--- config.mk ---
export PLATFORM = sky130hd
export DESIGN_NAME = spi_master_controller
export DESIGN_NICKNAME = d
export VERILOG_FILES = /design/src/rtl/spi_master_controller.sv
export SDC_FILE = /design/constraint.sdc
export NUM_CORES = 1
export LEC_CHECK = 0
export ABC_AREA = 1
export CORE_MARGIN = 2
export CORE_UTILIZATION = 57
export CTS_BUF_LIST = sky130_fd_sc_hd__clkbuf_4 sky130_fd_sc_hd__clkbuf_8
export CTS_CLUSTER_SIZE = 14
export DETAILED_ROUTE_END_ITERATION = 12
export PLACE_DENSITY_LB_ADDON = 0.12
export SYNTH_ARGS = -nofsm -noshare
export SYNTH_HDL_FRONTEND = slang
export SYNTH_SLANG_ARGS = --single-unit
--- constraint.sdc ---
create_clock -name sys_clk -period 2.4 [get_ports sys_clk]
set_input_delay 0.36 -clock sys_clk [delete_from_list [all_inputs] [get_ports sys_clk]]
set_output_delay 0.36 -clock sys_clk [all_outputs]
set_load 0.05 [all_outputs]
--- src/rtl/spi_master_controller.sv ---
// SPI/QPI host transaction engine. It serialises CMD -> ADDR -> DUMMY -> DATA MSB-first on one
// or four lanes in SPI mode 0 and returns the read word on a single-cycle response pulse.
module spi_master_controller #(
  parameter int unsigned CLK_DIV = 2
) (
  input  logic        sys_clk,
  input  logic        sys_rstn,
  input  logic        req_valid,
  output logic        req_ready,
  input  logic [7:0]  req_cmd,
  input  logic        req_use_addr,
  input  logic [31:0] req_addr,
  input  logic [7:0]  req_dummy,
  input  logic        req_rd,
  input  logic [31:0] req_wdata,
  input  logic        req_quad,
  output logic        rsp_valid,
  output logic [31:0] rsp_rdata,
  output logic        busy,
  output logic        spi_sclk,
  output logic        spi_csn,
  output logic [3:0]  spi_sdo,
  output logic [3:0]  spi_oe,
  input  logic [3:0]  spi_sdi
);

  localparam int unsigned DivW = (CLK_DIV > 1) ? $clog2(CLK_DIV) : 1;
  localparam logic [DivW-1:0] DivLast = DivW'(CLK_DIV - 1);

  typedef enum logic [3:0] {
    StIdle, StSetup, StCmd, StAddr, StDummy, StDataTx, StDataRx, StHold, StGap
  } state_e;

  // Lane value for the MSB beat of a left-aligned shift word.
  function automatic logic [3:0] lanes(input logic [31:0] word, input logic quad);
    return quad ? word[31:28] : {3'b000, word[31]};
  endfunction

  state_e          state_q, state_d;
  state_e          nxt, data_st;
  logic [DivW-1:0] div_q, div_d;
  logic            sclk_q, sclk_d;
  logic            csn_q, csn_d;
  logic [3:0]      sdo_q, sdo_d;
  logic [3:0]      oe_q, oe_d;
  logic            req_ready_q, req_ready_d;
  logic            rsp_valid_q, rsp_valid_d;
  logic [31:0]     rsp_rdata_q, rsp_rdata_d;
  logic [5:0]      cnt_q, cnt_d;
  logic [7:0]      dcnt_q, dcnt_d;
  logic [31:0]     tx_q, tx_d;
  logic [31:0]     rx_q, rx_d;
  logic            use_addr_q, use_addr_d;
  logic [31:0]     addr_q, addr_d;
  logic [7:0]      dummy_q, dummy_d;
  logic            rd_q, rd_d;
  logic [31:0]     wdata_q, wdata_d;
  logic            quad_q, quad_d;
  logic            tick;
  logic            last;
  logic [5:0]      word_beats;
  logic [3:0]      out_oe;
  logic [3:0]      in_oe;

  assign tick       = (div_q == DivLast);
  assign last       = (state_q == StDummy) ? (dcnt_q == 8'd0) : (cnt_q == 6'd0);
  assign word_beats = quad_q ? 6'd8 : 6'd32;
  assign out_oe     = quad_q ? 4'hF : 4'h1;
  // Quad lanes turn around for dummy/read; std keeps lane 0 driven for the whole frame.
  assign in_oe      = quad_q ? 4'h0 : 4'h1;

  always_comb begin
    data_st = rd_q ? StDataRx : StDataTx;
    nxt     = StHold;
    unique case (state_q)
      StCmd: begin
        if (use_addr_q)             nxt = StAddr;
        else if (dummy_q != 8'd0)   nxt = StDummy;
        else                        nxt = data_st;
      end
      StAddr: begin
        if (dummy_q != 8'd0) nxt = StDummy;
        else                 nxt = data_st;
      end
      StDummy: nxt = data_st;
      default: nxt = StHold;
    endcase
  end

  always_comb begin
    state_d     = state_q;
    div_d       = div_q;
    sclk_d      = sclk_q;
    csn_d       = csn_q;
    sdo_d       = sdo_q;
    oe_d        = oe_q;
    req_ready_d = req_ready_q;
    rsp_valid_d = 1'b0;
    rsp_rdata_d = rsp_rdata_q;
    cnt_d       = cnt_q;
    dcnt_d      = dcnt_q;
    tx_d        = tx_q;
    rx_d        = rx_q;
    use_addr_d  = use_addr_q;
    addr_d      = addr_q;
    dummy_d     = dummy_q;
    rd_d        = rd_q;
    wdata_d     = wdata_q;
    quad_d      = quad_q;

    unique case (state_q)
      StIdle: begin
        if (req_valid && req_ready_q) begin
          state_d     = StSetup;
          div_d       = '0;
          csn_d       = 1'b0;
          req_ready_d = 1'b0;
          use_addr_d  = req_use_addr;
          addr_d      = req_addr;
          dummy_d     = req_dummy;
          rd_d        = req_rd;
          wdata_d     = req_wdata;
          quad_d      = req_quad;
          tx_d        = {req_cmd, 24'h0};
          cnt_d       = req_quad ? 6'd2 : 6'd8;
          oe_d        = req_quad ? 4'hF : 4'h1;
          sdo_d       = lanes({req_cmd, 24'h0}, req_quad);
        end
      end

      StSetup: begin
        div_d = div_q + 1'b1;
        if (tick) begin
          div_d   = '0;
          state_d = StCmd;
        end
      end

      StCmd, StAddr, StDummy, StDataTx, StDataRx: begin
        div_d = div_q + 1'b1;
        if (tick) begin
          div_d  = '0;
          sclk_d = ~sclk_q;
          if (!sclk_q) begin
            if (state_q == StDummy) dcnt_d = dcnt_q - 8'd1;
            else                    cnt_d  = cnt_q - 6'd1;
            if (state_q == StDataRx) begin
              rx_d = quad_q ? {rx_q[27:0], spi_sdi} : {rx_q[30:0], spi_sdi[1]};
            end
          end else if (!last) begin
            if (state_q inside {StCmd, StAddr, StDataTx}) begin
              tx_d  = quad_q ? {tx_q[27:0], 4'h0} : {tx_q[30:0], 1'b0};
              sdo_d = lanes(tx_d, quad_q);
            end
          end else begin
            // Falling edge after the phase's last beat: enter the next phase directly.
            state_d = nxt;
            unique case (nxt)
              StAddr: begin
                tx_d  = addr_q;
                cnt_d = word_beats;
                oe_d  = out_oe;
                sdo_d = lanes(addr_q, quad_q);
              end
              StDummy: begin
                dcnt_d = dummy_q;
                oe_d   = in_oe;
                sdo_d  = 4'h0;
              end
              StDataTx: begin
                tx_d  = wdata_q;
                cnt_d = word_beats;
                oe_d  = out_oe;
                sdo_d = lanes(wdata_q, quad_q);
              end
              StDataRx: begin
                rx_d  = '0;
                cnt_d = word_beats;
                oe_d  = in_oe;
                sdo_d = 4'h0;
              end
              default: begin
                oe_d  = in_oe;
                sdo_d = 4'h0;
              end
            endcase
          end
        end
      end

      StHold: begin
        div_d = div_q + 1'b1;
        if (tick) begin
          div_d       = '0;
          state_d     = StGap;
          csn_d       = 1'b1;
          oe_d        = 4'h0;
          sdo_d       = 4'h0;
          rsp_valid_d = 1'b1;
          if (rd_q) rsp_rdata_d = rx_q;
        end
      end

      StGap: begin
        div_d = div_q + 1'b1;
        if (tick) begin
          div_d       = '0;
          state_d     = StIdle;
          req_ready_d = 1'b1;
        end
      end

      default: begin
        state_d     = StIdle;
        div_d       = '0;
        sclk_d      = 1'b0;
        csn_d       = 1'b1;
        oe_d        = 4'h0;
        sdo_d       = 4'h0;
        req_ready_d = 1'b1;
      end
    endcase
  end

  always_ff @(posedge sys_clk or negedge sys_rstn) begin
    if (!sys_rstn) begin
      state_q     <= StIdle;
      div_q       <= '0;
      sclk_q      <= 1'b0;
      csn_q       <= 1'b1;
      sdo_q       <= 4'h0;
      oe_q        <= 4'h0;
      req_ready_q <= 1'b1;
      rsp_valid_q <= 1'b0;
      rsp_rdata_q <= '0;
      cnt_q       <= '0;
      dcnt_q      <= '0;
      tx_q        <= '0;
      rx_q        <= '0;
      use_addr_q  <= 1'b0;
      addr_q      <= '0;
      dummy_q     <= '0;
      rd_q        <= 1'b0;
      wdata_q     <= '0;
      quad_q      <= 1'b0;
    end else begin
      state_q     <= state_d;
      div_q       <= div_d;
      sclk_q      <= sclk_d;
      csn_q       <= csn_d;
      sdo_q       <= sdo_d;
      oe_q        <= oe_d;
      req_ready_q <= req_ready_d;
      rsp_valid_q <= rsp_valid_d;
      rsp_rdata_q <= rsp_rdata_d;
      cnt_q       <= cnt_d;
      dcnt_q      <= dcnt_d;
      tx_q        <= tx_d;
      rx_q        <= rx_d;
      use_addr_q  <= use_addr_d;
      addr_q      <= addr_d;
      dummy_q     <= dummy_d;
      rd_q        <= rd_d;
      wdata_q     <= wdata_d;
      quad_q      <= quad_d;
    end
  end

  assign req_ready = req_ready_q;
  assign busy      = ~req_ready_q;
  assign rsp_valid = rsp_valid_q;
  assign rsp_rdata = rsp_rdata_q;
  assign spi_sclk  = sclk_q;
  assign spi_csn   = csn_q;
  assign spi_sdo   = sdo_q;
  assign spi_oe    = oe_q;

endmodule

# == Yosys cells after proc, flatten, opt, wreduce, memory -nomap -nowiden ==
# Cells that the tools add are included.
# totals
register_bits,201
in_bits,90
out_inout_bits,45
elab_cells,153
# op_classes
addsub,3
eq_ne,27
muxes,69
n_bitwise,6
n_reduce_logical,29
# op_table
cell,count
32-bit 2-to-1 mux,6
31-bit 2-to-1 mux,5
31-bit one-hot mux with 2 select lines,2
4-bit 2-to-1 mux,24
6-bit 2-to-1 mux,7
8-bit 2-to-1 mux,4
4-bit one-hot mux with 4 select lines,2
4-bit by 3-bit == test with 1-bit output (second input constant),7
6-bit AND reduction,4
4-bit one-hot mux with 5 select lines,1
2-bit != test (second input constant),7
7-bit OR reduction,2
4-bit by 2-bit == test with 1-bit output (second input constant),3
3-bit != test (second input constant),4
4-bit one-hot mux with 3 select lines,1
6-bit one-hot mux with 2 select lines,1
5-bit AND reduction,2
3-bit AND reduction,3
8-bit logical NOT,1
1-bit 2-to-1 mux,8
4-bit one-hot mux with 2 select lines,1
8-bit nonzero test,1
8-bit OR reduction,1
8-bit by 1-bit subtractor with 8-bit output (second input constant),1
22 further kinds,36

# == Longest topological paths before layout ==
# Gate-level depths: netlist (run 1).
# logic_depth
depth_word,11
depth_mapped,15
ltp_nobuf,14

# == Least setup slack after synthesis (run 1) ==
# No wires, ideal clock.
# synth_timing
kind,register to register
from,reg dcnt_q[0]
to,reg rx_q[11]
setup_time_ps,126
arrival_ps,1734
required_time_ps,2274
slack_ps,540
path_stages_with_launch,13
period_less_slack_ps,1860
cell_sequence,dfrtp_1 inv_1 ha_1 inv_1 nor2_1 nand4_1 nand2_2 nor2_1 inv_1 nand2_1 nor2_4 clkbuf_2 o21ai_0
# synth_via
elab_chain_cells,4
# synth_rtl
item,line,text
"start, declared",50,"logic [7:0] dcnt_q, dcnt_d;"
"start signal, assigned",257,dcnt_q <= dcnt_d;
8-bit logical NOT,66,assign last = (state_q == StDummy) ? (dcnt_q == 8'd0) : (cnt_q == 6'd0);
1-bit 2-to-1 mux,66,
2-bit by 1-bit != test with 1-bit output (no line),-,
5-bit AND reduction (no line),-,
"end signal, assigned",259,rx_q <= rx_d;
"end, declared",52,"logic [31:0] rx_q, rx_d;"
# Every way passes these cells.
# A chain may end at the register's enable or synchronous reset.

# == Final worst setup path (run 1) ==
# layout_timing
from,reg sclk_q (netlist: spi_sclk)
to,out spi_sclk
# layout_rtl
item,line,text
"start, declared",42,"logic sclk_q, sclk_d;"
"start signal, assigned",249,sclk_q <= sclk_d;
"end, declared",20,"output logic spi_sclk,"
# No word-level cell between the ends.

==> results of run 1 <==
## cells in the mapped netlist (3+ instances only)
master,number,area share
nand2_2,3,0.0019
nor2_4,3,0.0034
buf_6,4,0.0046
xnor2_1,3,0.0027
buf_2,13,0.0066
nor3_1,4,0.0020
o21ai_1,12,0.0061
a21oi_1,72,0.037
dfrtp_1,197,0.50
nand2_1,525,0.20
o21ai_0,200,0.10
buf_4,9,0.0069
nand3_1,31,0.016
inv_1,118,0.045
inv_2,8,0.0031
nand4_1,5,0.0032
nor2_1,36,0.014
clkbuf_1,42,0.016
## through the flow
step | std cells | power, mW | hold WS (ns) | instance area (um2)
global placement | 1620 | 3.65 | 0.431 | 11400
detailed placement | 1620 | 3.66 | 0.437 | 11400
finish | 1654 | 5.81 | 0.404 | 11800
floorplan | 1312 | 3.42 | 0.0644 | 9820
global route | 1654 | 6.00 | 0.400 | 11800
CTS | 1653 | 5.85 | 0.389 | 11800
## cells by family after synthesis
group / after synthesis / synth area share
buffers and inverters: 196 / 0.0834
muxes: 1 / 0.00102
AOI/OAI and AO/OA: 295 / 0.154
and+or+nand+nor: 614 / 0.247
DFF: 199 / 0.508
adders and majority gates: 2 / 0.00255
xor gates and xnor gates: 5 / 0.00446
## tightest hold or removal path: cells and delay by family
kind                   cells  cell delay [ns]
buffers and inverters      1             0.39
and+or+nand+nor            2             0.11
## timing repair
item	CTS	global route
hold endpoints to repair	69	0
buffers inserted	0	0
hold buffers	1	0
setup endpoints to repair	0	51
resized for setup	0	6
## layout make-up
type / instances / area, um2 / share of cell area
flip-flops and latches: 199 / 4980 / 0.421
clock buffers: 19 / 262 / 0.0221
multi-input cells: 917 / 4040 / 0.341
clock inverters: 13 / 144 / 0.0122
repair buffers: 160 / 1670 / 0.141
well taps: 220 / 275 / 0.0232
inverters: 126 / 475 / 0.0401
## state kept, by name, summed over array words and instances, names as in the netlist
| signal | flops |
|---|---|
| addr_q | 32 |
| rsp_valid | 1 |
| spi_sdo | 4 |
| use_addr_q | 1 |
| spi_oe | 2 |
| wdata_q | 32 |
| spi_csn | 1 |
| cnt_q | 6 |
| div_q | 1 |
| tx_q | 31 |
| rx_q | 32 |
| state_q | 4 |
| req_ready | 1 |
| quad_q | 1 |
| rd_q | 1 |
| spi_sclk | 1 |
| dummy_q | 8 |
| dcnt_q | 8 |
| rsp_rdata | 32 |
## power by group
group | internal (mW) | leakage, nW | total (mW) | switching, mW
Sequential | 3.35 | 2.54 | 3.35 | 0
Clock | 0.992 | 0.200 | 2.22 | 1.23
Combinational | 0.139 | 3.08 | 0.235 | 0.0961
## per-layer routing
layer,up-vias,GRT usage,wire (um)
met1,4047,0.350,10100
met3,35,0.0400,1200
met4,0,0.0926,512
met5,-,0,0
li1,4349,-,-
met2,239,0.440,11200
## worst max-delay path by stage
stage / from / to
2_1_floorplan: dcnt_q[0] / rx_q[11]
5_1_grt: state_q[2] / tx_q[28]
6_report: spi_sclk / spi_sclk
4_1_cts: dcnt_q[0] / tx_q[22]
3_3_place_gp: dcnt_q[0] / tx_q[22]
3_5_place_dp: dcnt_q[0] / tx_q[22]
## cells in the final DEF (no fill, tap or decap), types with 5 or more instances in the layout
cell type | synthesis | routed
clkdlybuf4s50_1 | 0 | 133
clkbuf_8 | 0 | 20
inv_1 | 118 | 118
nand3_1 | 31 | 31
nor2_1 | 36 | 33
buf_12 | 0 | 8
a21oi_1 | 72 | 72
inv_2 | 8 | 7
o21ai_0 | 200 | 200
o21ai_1 | 12 | 12
buf_4 | 9 | 15
nand2_1 | 525 | 524
nand4_1 | 5 | 5
dfrtp_1 | 197 | 196
==> impl_metrics.csv, run 1 <==
group,metric,value,unit
timing,finalMaxSlewViolations,0,
worst_hold_path,hp-start,"req_wdata[5]",
grt,antenna_found_initial,0,
critical_path,cpPeakStageDelay,0.81,ns
synth,avgSynthCellArea,7.48,um2
drt,drt-pass1-iter-count,8,
critical_path,r2r_slack,0.19,ns
synth,synth_edf_count,0,
timing,hold_viol,0,
clocking,insertion_delay,0.48,ns
critical_path,r2r-end,"tx_q[30]",
timing,fin_skew,0.0124,ns
timing,finalCritPeriodShare,0.949,
floorplan,core,16700,um2
clocking,cts.sinks,199,
timing,worst_pin_slew,0.634,ns
floorplan,fp-row-count,47,
synth,ys_types,38,
critical_path,crit_required,2.04,ns
finish,drive_above_1_share,0.0600,
floorplan,start_util,0.588,
timing,rsz0062_at_grt,"no",
grt,grt_start_max_net_pins,111,
synth,synth_top_flop_cell,"dfrtp_1",
critical_path,critical_path_class,"reg -> out",
clocking,cts-root-buf,"clkbuf_8",
power,ir_drop,0.000536,V
run,cap_violations,0,
synth,ys_seq_elements,199,
finish,antenna_cells,0,
grt,grtUsageTotal,0.262,
drt,dr.first_iter.drc_count,687,
timing,min_period,2.28,ns
grt,grt_pass1_vias,8322,
drt,vias_per_cell,5.24,
clocking,cts_inserted_buffers,17,
critical_path,crit_cells,2,
drt,post_drt_wl_per_cell,13.9,um
synth,ys_seq_area_frac,0.508,
synth,async_reset_ff_frac,1.00,
timing,max_freq,439,MHz
critical_path,critPathMaxFanout,9,
grt,grt_pass1_wl,38.5,mm
worst_hold_path,hold-path-cell-count,3,
clocking,cts_tree,"built",
finish,fillers,1381,
grt,grt_remaining_overflow,0,
critical_path,worst_setup_path_end_kind,"output port",
critical_path,cp_slowest_cell,"clkdlybuf4s50_1",
timing,setup_violations,0,
drt,drc,0,
synth,netlist_area,9820,um2
drt,drtAntennaViolNets,0,
critical_path,crit_chain,"buf_4 -> clkdlybuf4s50_1",
critical_path,critPathLaunchType,"flop",
floorplan,die_w,135,um
placement,portBuffers,134,
critical_path,crit_arrival,1.92,ns
placement,place_hpwl,15.7,mm
worst_hold_path,hp-class,"in -> reg",
clocking,htree_levels,4,
power,p_per_area,490,nW/um2
placement,post-place-ws,0.0817,ns
critical_path,crit_family,"buffers and inverters",
timing,slew_headroom,0.577,
critical_path,cp.buffers_inverters,2,
drt,route.vias.total,8670,
run_status,status,"finished, final reports clean",
drt,routed_wl,23.0,mm
worst_hold_path,holdPathEnd,"wdata_q[5]",
synth,syn_nets,1404,
synth,synth_warnings,0,
floorplan,die_area,18300,um2
placement,place_congestion,0.888,
clocking,clk_pin_slew_worst_paths,0.10,ns
power,p_leak,5.82,nW
floorplan,die_h,135,um
finish,area_growth,20.7,%
finish,final_util,0.709,
timing,finalWorstSetupSlack,0.122,ns
finish,finalNetCount,1513,
critical_path,r2r_start,"state_q[2]",
timing,final.setup.tns,0,ns
clocking,cts_buffer_depth,2,
critical_path,r2r_cells,12,
synth,syn_inst,1312,
floorplan,io_pins,135,
Note: power is estimated with default switching activity, not from simulation.
==> run 2: changes to the inputs <==
Settings changed: SLEW_MARGIN set to 20.
==> results of run 2 <==
No change in the layout: final DEF, timing and power equal those of run 1.
==> run 3: changes to the inputs <==
Settings changed: CAP_MARGIN set to 20.
Clock period 2.4 ns to 2.2 ns, I/O delays scaled along.
==> run 3 against run 2 <==
Net effect:
- combinational power is 8.9% higher
- first-iteration DRC count is 5.4% lower
- worst setup slack worse by 0.070 ns
- clock power is 5% higher
- wire length is 1.3% lower
- register-to-register slack worse by 0.09 ns
- power is 7.3% higher
- clock skew is 0.0030 ns higher
- non-clock buffer count is 6 higher
- design area is 0.75% higher
- critical path depth is 1 lower
- critical path type unchanged
- critical endpoint is now req_ready
- largest power group unchanged
==> impl_metrics.csv, run 3 (same netlist as run 1, synthesis figures left out) <==
group,metric,value,unit
drt,routed_wl,22.7,mm
timing,slew_headroom,0.616,
drt,drt-pass1-iter-count,5,
timing,finalCritPeriodShare,0.977,
clocking,htree_levels,4,
power,p_per_area,522,nW/um2
critical_path,critPathLaunchType,"flop",
clocking,cts-root-buf,"clkbuf_8",
worst_hold_path,holdPathEnd,"wdata_q[18]",
timing,final.setup.tns,0,ns
critical_path,r2r_slack,0.10,ns
grt,grt_start_max_net_pins,93,
timing,hold_viol,0,
critical_path,r2r_cells,13,
critical_path,crit_family,"buffers and inverters",
finish,antenna_cells,0,
floorplan,start_util,0.588,
critical_path,crit_arrival,1.82,ns
clocking,insertion_delay,0.48,ns
timing,setup_violations,0,
finish,final_cell_mix,"523 x nand2_1, 199 x o21ai_0, 194 x dfrtp_1",
placement,place_area,11400,um2
placement,place_congestion,0.890,
clocking,cts.sinks,199,
finish,stdcell_area,11900,um2
floorplan,fp-row-count,47,
finish,finalNonFillerCells,1660,
worst_hold_path,hold-path-cell-count,3,
worst_hold_path,hp-class,"in -> reg",
drt,dr.first_iter.drc_count,650,
critical_path,crit_required,1.87,ns
power,p_total,6.23,mW
finish,drive_above_1_share,0.0674,
grt,grtUsageTotal,0.262,
critical_path,cp_slowest_cell,"clkdlybuf4s50_1",
floorplan,core,16700,um2
timing,hold_ws,0.382,ns
drt,vias_per_cell,5.22,
critical_path,cpPeakStageDelay,0.80,ns
power,ir_drop,0.000447,V
clocking,clk_pin_slew_worst_paths,0.10,ns
critical_path,cp.buffers_inverters,1,
timing,min_period,2.15,ns
drt,post_drt_wl_per_cell,13.7,um
grt,antenna_found_initial,0,
finish,layout_commonest_cell,"nand2_1",
clocking,cts_buffer_depth,2,
power,p_leak,5.89,nW
drt,route.vias.total,8665,
worst_hold_path,hp-start,"req_wdata[18]",
grt,grt_pass1_vias,8144,
timing,fin_skew,0.0153,ns
critical_path,critPathMaxFanout,3,
floorplan,die_w,135,um
run,cap_violations,0,
timing,max_freq,465,MHz
floorplan,die_h,135,um
critical_path,r2r-end,"tx_q[8]",
critical_path,r2r_start,"state_q[1]",
drt,drtAntennaViolNets,0,
drt,drc,0,
critical_path,worst_setup_path_end_kind,"output port",
floorplan,io_pins,135,
critical_path,crit_chain,"clkdlybuf4s50_1",
critical_path,critical_path_class,"reg -> out",
finish,finalNetCount,1519,
timing,rsz0062_at_grt,"yes",
run_status,status,"finished, final reports clean",
placement,place_hpwl,15.4,mm
grt,grt_remaining_overflow,0,
placement,placedCellCount,1622,
clocking,cts_tree,"built",
timing,worst_pin_slew,0.574,ns
grt,grt_pass1_wl,38.7,mm
finish,area_growth,21.6,%
placement,portBuffers,134,
timing,finalMaxSlewViolations,0,
clocking,cts_inserted_buffers,17,
floorplan,die_area,18300,um2
[run 3: worst max-delay path by stage]
stage	start	to	cells past startpoint	slack, ns
2_1_floorplan	dcnt_q[0]	rx_q[11]	12	0.34
3_3_place_gp	state_q[3]	spi_sdo[0]	12	0.08
3_5_place_dp	state_q[2]	tx_q[27]	10	0.01
4_1_cts	state_q[3]	spi_sdo[0]	11	0.001
5_1_grt	state_q[1]	tx_q[14]	12	-0.02
6_report	req_ready	req_ready	1	0.05
[run 3: repair_timing]
action | CTS | global route
endpoints found under the hold margin | 53 | 0
cloned | 0 | 1
buffers inserted | 0 | 4
endpoints found under the setup margin | 13 | 78
hold buffers | 1 | 0
resized for setup | 2 | 19
pin swaps | 0 | 1
[run 3: area by class of cell]
cell class	count	area, um2
Clock buffer	22	290
Clock inverter	10	93.8
Fill cell	1389	4770
Inverter	126	478
Multi-Input combinational cell	917	4050
Sequential cell	199	4990
Tap cell	220	275
Timing Repair Buffer	166	1750
[run 3: through the flow]
stage               setup WS (ns)  utilization
finish                     0.0514        0.714
global route              -0.0195        0.714
CTS                       0.00126        0.707
detailed placement         0.0134        0.683
global placement           0.0786        0.683
floorplan                   0.340            -
[run 3: where the power goes]
| part | internal (mW) | total, mW | switching (mW) |
|---|---|---|---|
| combinational | 0.153 | 0.256 | 0.104 |
| clock | 1.02 | 2.32 | 1.30 |
| sequential | 3.65 | 3.65 | 0 |
[run 3: layer usage]
metal,global-route usage,part of all wire,vias to the layer above
met5,0,0,-
met4,0.0787,0.017,0
met3,0.0367,0.045,30
met2,0.436,0.48,209
met1,0.362,0.45,4059
li1,-,-,4367
